===== src/rtl/mux_nx1_rr_if.sv =====
// Stream bundle for mux_nx1_rr: N producer channels in, one registered word out.
// master = producer/consumer side, slave = the mux itself.
interface mux_nx1_rr_if #(
    parameter int N = 4,
    parameter int W = 4
);
    localparam int SW = $clog2(N);

    logic              mode;
    logic [SW-1:0]     sel;
    logic [N*W-1:0]    in_data;
    logic [N-1:0]      in_valid;
    logic [N-1:0]      in_ready;
    logic [W-1:0]      out_data;
    logic [SW-1:0]     out_sel;
    logic              out_valid;
    logic              out_ready;

    modport master (
        output mode, sel, in_data, in_valid, out_ready,
        input  in_ready, out_data, out_sel, out_valid
    );

    modport slave (
        input  mode, sel, in_data, in_valid, out_ready,
        output in_ready, out_data, out_sel, out_valid
    );
endinterface


===== src/rtl/mux_nx1_rr.sv =====
// Registered N:1 stream selector: fixed select (mode=0) or round-robin among
// requesting channels (mode=1), with a one-entry output register.
module mux_nx1_rr #(
    parameter int N = 4,
    parameter int W = 4
) (
    input  logic         clk,
    input  logic         rst,
    mux_nx1_rr_if.slave  bus
);
    localparam int SW = $clog2(N);

    logic [SW-1:0] ptr;
    logic [SW-1:0] gnt;
    logic          gnt_v;
    logic          space;
    logic          xfer;

    // Nothing is offered to producers while reset is held.
    assign space = !rst && (!bus.out_valid || bus.out_ready);
    assign xfer  = space && gnt_v;

    always_comb begin
        int idx;
        gnt   = '0;
        gnt_v = 1'b0;
        idx   = 0;
        if (!bus.mode) begin
            if (int'(bus.sel) < N) begin
                gnt   = bus.sel;
                gnt_v = bus.in_valid[bus.sel];
            end
        end else begin
            // Scan from ptr upward with wrap; first requester wins.
            for (int k = 0; k < N; k++) begin
                idx = (int'(ptr) + k) % N;
                if (!gnt_v && bus.in_valid[idx]) begin
                    gnt   = SW'(idx);
                    gnt_v = 1'b1;
                end
            end
        end
    end

    always_comb begin
        bus.in_ready = '0;
        if (xfer) begin
            bus.in_ready[gnt] = 1'b1;
        end
    end

    always_ff @(posedge clk) begin
        if (rst) begin
            bus.out_valid <= 1'b0;
            bus.out_data  <= '0;
            bus.out_sel   <= '0;
            ptr           <= '0;
        end else begin
            if (xfer) begin
                bus.out_data  <= bus.in_data[int'(gnt)*W +: W];
                bus.out_sel   <= gnt;
                bus.out_valid <= 1'b1;
                if (bus.mode) begin
                    if (int'(gnt) == N-1) begin
                        ptr <= '0;
                    end else begin
                        ptr <= gnt + SW'(1);
                    end
                end
            end else if (bus.out_ready) begin
                bus.out_valid <= 1'b0;
            end
        end
    end
endmodule


===== src/flat_wrapper.sv =====
// flat-port wrapper written by rule: the top's interface ports become plain ports
module mux_nx1_rr_flat 
#(
    parameter int N = 4,
    parameter int W = 4
)
  (clk, rst, bus_mode, bus_sel, bus_in_data, bus_in_valid, bus_out_ready, bus_in_ready, bus_out_data, bus_out_sel, bus_out_valid);
  mux_nx1_rr_if #(.N(N), .W(W)) bus_i ();
  input  logic clk;
  input  logic rst;
  input wire logic [$bits(bus_i.mode)-1:0] bus_mode;
  input wire logic [$bits(bus_i.sel)-1:0] bus_sel;
  input wire logic [$bits(bus_i.in_data)-1:0] bus_in_data;
  input wire logic [$bits(bus_i.in_valid)-1:0] bus_in_valid;
  input wire logic [$bits(bus_i.out_ready)-1:0] bus_out_ready;
  output wire logic [$bits(bus_i.in_ready)-1:0] bus_in_ready;
  output wire logic [$bits(bus_i.out_data)-1:0] bus_out_data;
  output wire logic [$bits(bus_i.out_sel)-1:0] bus_out_sel;
  output wire logic [$bits(bus_i.out_valid)-1:0] bus_out_valid;
  assign bus_i.mode = bus_mode;
  assign bus_i.sel = bus_sel;
  assign bus_i.in_data = bus_in_data;
  assign bus_i.in_valid = bus_in_valid;
  assign bus_i.out_ready = bus_out_ready;
  assign bus_in_ready = bus_i.in_ready;
  assign bus_out_data = bus_i.out_data;
  assign bus_out_sel = bus_i.out_sel;
  assign bus_out_valid = bus_i.out_valid;
  mux_nx1_rr #(.N(N), .W(W)) u_core (.clk(clk), .rst(rst), .bus(bus_i));
endmodule

===== config.mk =====
export PLATFORM = sky130hd
export DESIGN_NAME = mux_nx1_rr_flat
export DESIGN_NICKNAME = d
export VERILOG_FILES = /design/src/rtl/mux_nx1_rr_if.sv /design/src/rtl/mux_nx1_rr.sv /design/src/flat_wrapper.sv
export SDC_FILE = /design/constraint.sdc
export NUM_CORES = 1
export LEC_CHECK = 0
export CAP_MARGIN = 10
export CORE_MARGIN = 1.5
export CORE_UTILIZATION = 42
export DETAILED_ROUTE_END_ITERATION = 10
export GPL_TIMING_DRIVEN = 1
export PLACE_DENSITY = 0.83
export SLEW_MARGIN = 10
export SYNTH_ARGS = -nofsm -noshare
export SYNTH_HDL_FRONTEND = slang
export SYNTH_SLANG_ARGS = --single-unit

===== constraint.sdc =====
create_clock -name clk -period 3.75 [get_ports clk]
set_clock_uncertainty 0.05 [all_clocks]
set_input_delay 0.9375 -clock clk [delete_from_list [all_inputs] [get_ports clk]]
set_output_delay 0.9375 -clock clk [all_outputs]
set_load 0.005 [all_outputs]

==> impl_metrics.env <==
export IMPL_r2r_start="u_core.ptr[1]$_SDFFE_PP0P_"
export IMPL_required_ns=2.76
export IMPL_hold_path_startpoint="u_core.bus.out_valid$_SDFFE_PP0P_"
export IMPL_fill_cells=130
export IMPL_yosysWarningCount=0
export IMPL_endpoint_kind="output pin"
export IMPL_first_iter_violations=3
export IMPL_synth_seq_cells=9
export IMPL_hold_depth=2
export IMPL_drt_pass1_iter_count=4
export IMPL_cp_arrival_ns=2.70
export IMPL_worstSetupPathType="in2out"
export IMPL_p_seq_share_pct=34.7
export IMPL_cts_root_buf="clkbuf_4"
export IMPL_rr_worst_depth=7
export IMPL_slew_headroom_pct=79.5
export IMPL_grt_pass1_wl_mm=2.84
export IMPL_drcViolationCount=0
export IMPL_tightest_slew_ns=0.307
export IMPL_hold_path_endpoint="u_core.bus.out_valid$_SDFFE_PP0P_"
export IMPL_grt_max_degree=11
export IMPL_cp_slowest_stage_delay_ns=0.51
export IMPL_routed_wl_mm=1.83
export IMPL_syn_cell_area_um2=746
export IMPL_syn_to_final_growth_pct=62.6
export IMPL_cp_max_fo=3
export IMPL_synth_top_area_share_pct=24.2
export IMPL_critPathSlowestCell="clkdlybuf4s50_1"
export IMPL_std_cell_rows=15
export IMPL_initial_core_util_pct=44.1
export IMPL_worst_hold_slack_ns=0.437
export IMPL_fin_setup_tns_ns=0
export IMPL_cts_tree="done"
export IMPL_yosysSeqAreaShare_pct=24.2
export IMPL_holdBufCountCts=0
export IMPL_dp_hpwl_mm=1.52
export IMPL_power_frac_comb_pct=42.4
export IMPL_antenna_found_initial=0
export IMPL_p_sw_share_pct=29.2
export IMPL_cts_htree_levels=1
export IMPL_fin_nets=157
export IMPL_setup_slack_ns=0.0621
export IMPL_synth_cell_types=31
export IMPL_wl_per_cell_um=12.5
export IMPL_timing_final_hold_violations=0
export IMPL_switchingPower_uw=96.1
export IMPL_worstReg2RegEnd="u_core.bus.out_data[2]$_SDFFE_PP0P_"
export IMPL_worstSetupStartpoint="bus_sel[1]"
export IMPL_slew_violations=0
export IMPL_status="complete, no violations"
export IMPL_internal_power_uw=233
export IMPL_p_leak_uw=0.000555
export IMPL_finalCritPeriodShare_pct=98.3
export IMPL_cts_path_max_buffers=2
export IMPL_routabilityCongestion=0.773
export IMPL_min_period_ns=3.69
export IMPL_r2r_setup_slack_ns=1.63
export IMPL_cts_sinks=9
export IMPL_num_antenna_cells=0
export IMPL_crit_chain="clkdlybuf4s50_1 > mux4_2 > a21boi_1 > or3_1 > or2_4 > nor2_1 > dlygate4sd2_1"
export IMPL_grtUsageTotal_pct=18.9
export IMPL_holdCritPathClass="reg2reg"
export IMPL_cap_violations=0
export IMPL_clkSlewWorstSetupHoldPaths_ns=0.06
export IMPL_totalPowerFinal_uw=330
export IMPL_vias=760
export IMPL_p_per_area_nw_per_um2=272
export IMPL_fp_dieArea_um2=2040
export IMPL_via_per_inst=5.21
export IMPL_coreArea_um2=1690
export IMPL_synthesis_nets=106
export IMPL_rsz0062_at_grt="false"
export IMPL_drive_gt1_share_pct=24.8
export IMPL_ant_nets=0
export IMPL_port_buffers=36
export IMPL_syn_inst=79
export IMPL_vdd_drop_max_uv=248
export IMPL_die_h_um=45.1
export IMPL_critPathLaunchType="primary input"
export IMPL_synthTopCellsByArea="dfxtp_1 24%, mux2i_1 16%, o221ai_2 8.1%, nand3b_1 5.0%, nor2_1 5.0%"
export IMPL_grt_overflow_total=0
export IMPL_ios=37
export IMPL_finalSetupViolations=0
export IMPL_cts_buffers=3
export IMPL_pwr_share_clk_pct=22.9
export IMPL_syn_avg_cell_area_um2=9.44
export IMPL_fmax_mhz=271
export IMPL_insertion_delay_ns=0.26
export IMPL_grt_pass1_vias=678
export IMPL_synth_area_leader_cell="dfxtp_1"
export IMPL_pre_cts_slack_ns=-0.473
export IMPL_die_width_um=45.1
-- timing repair --
action                                  CTS  global route
hold endpoints to repair                  0             0
setup buffers                             0             1
pin swaps                                 2             2
endpoints found under the setup margin    4             3
gates resized for setup                  12             7
-- per-stage QoR --
step	std cells	utilization (%)	instance area, µm²
2_1_floorplan	79	-	746
3_3_place_gp	141	70.3	1190
3_5_place_dp	141	70.3	1190
4_1_cts	145	71.9	1210
5_1_grt	146	71.8	1210
6_report	146	71.8	1210
-- layout make-up --
cell class                 count  area [µm²]  area share (%)
multi-input combinational     61         519            42.8
timing repair buffer          51         450            37.2
sequential                     9         180            14.9
clock buffer                   4        26.3            2.17
tap                           17        21.3            1.75
inverter                       4        15.0            1.24
-- critical path: cells and delay by family --
family          cells  cell delay [ns]
mux                 1             0.20
buf+inv             2             0.75
simple gates        3             0.73
compound gates      1             0.09
-- cell families after synthesis --
family	share of synthesized area (%)
simple gates	26.7
compound gates	20.3
mux	19.1
buf+inv	8.05
flops	24.2
fa+ha+maj	1.68
-- layer usage --
layer	routed length (µm)	GRT usage (%)	vias to the layer above	part of all wire, %
met3	79	1.20	4	4.3
met5	0	0	-	0
met4	21	8.82	0	1.2
met1	877	25.8	343	48
met2	848	30.3	17	46
li1	-	-	396	-
-- registers in the layout, summed over array words and instances (netlist names) --
signal / count
u_core.bus.out_data: 4
u_core.bus.out_sel: 2
u_core.bus.out_valid: 1
u_core.ptr: 2
-- placed cells by master, fill, tap and decap left out, drive strengths merged, types with 3 or more instances in the layout --
master / instances
buf: 15
clkbuf: 7
clkdlybuf4s50: 26
dfxtp: 9
dlygate4sd2: 6
inv: 4
mux2i: 12
nand2b: 3
nand3b: 5
nor2: 10
nor2b: 4
o221ai: 4
or2: 3
-- Yosys cell counts --
master	instances
inv_1	4
a31oi_1	1
nand2b_1	3
a211oi_1	1
o41ai_2	1
or3_4	1
nand3b_1	5
or3_1	1
a21oi_1	1
ha_1	1
a211oi_2	1
nor2b_1	4
nor3_1	1
o211a_1	1
mux4_2	1
o221ai_2	4
o2bb2ai_1	1
and2b_1	1
buf_6	3
nand4_1	1
nor2_1	10
o21ai_0	2
dfxtp_1	9
a21boi_1	1
clkbuf_1	1
a21o_1	1
buf_4	1
or2_2	2
and4bb_1	2
mux2i_1	12
or2_1	1
-- how the worst max path moves through the flow --
stage                      end  slack (ns)
5_1_grt        bus_in_ready[2]        0.02
3_5_place_dp   bus_in_ready[0]       -0.47
4_1_cts        bus_in_ready[3]       0.004
3_3_place_gp   bus_in_ready[0]       -0.47
6_report       bus_in_ready[0]        0.06
2_1_floorplan  bus_in_ready[0]        0.51
-- power groups by stage --
stage | clock network [µW] | registers, µW | logic (µW)
6_report | 75.5 | 114 | 140
5_1_grt | 79.3 | 116 | 152
4_1_cts | 77.2 | 114 | 141
3_5_place_dp | 0 | 116 | 141
3_3_place_gp | 0 | 116 | 139
2_1_floorplan | 0 | 114 | 70.8
(Power assumes the default switching activity.)
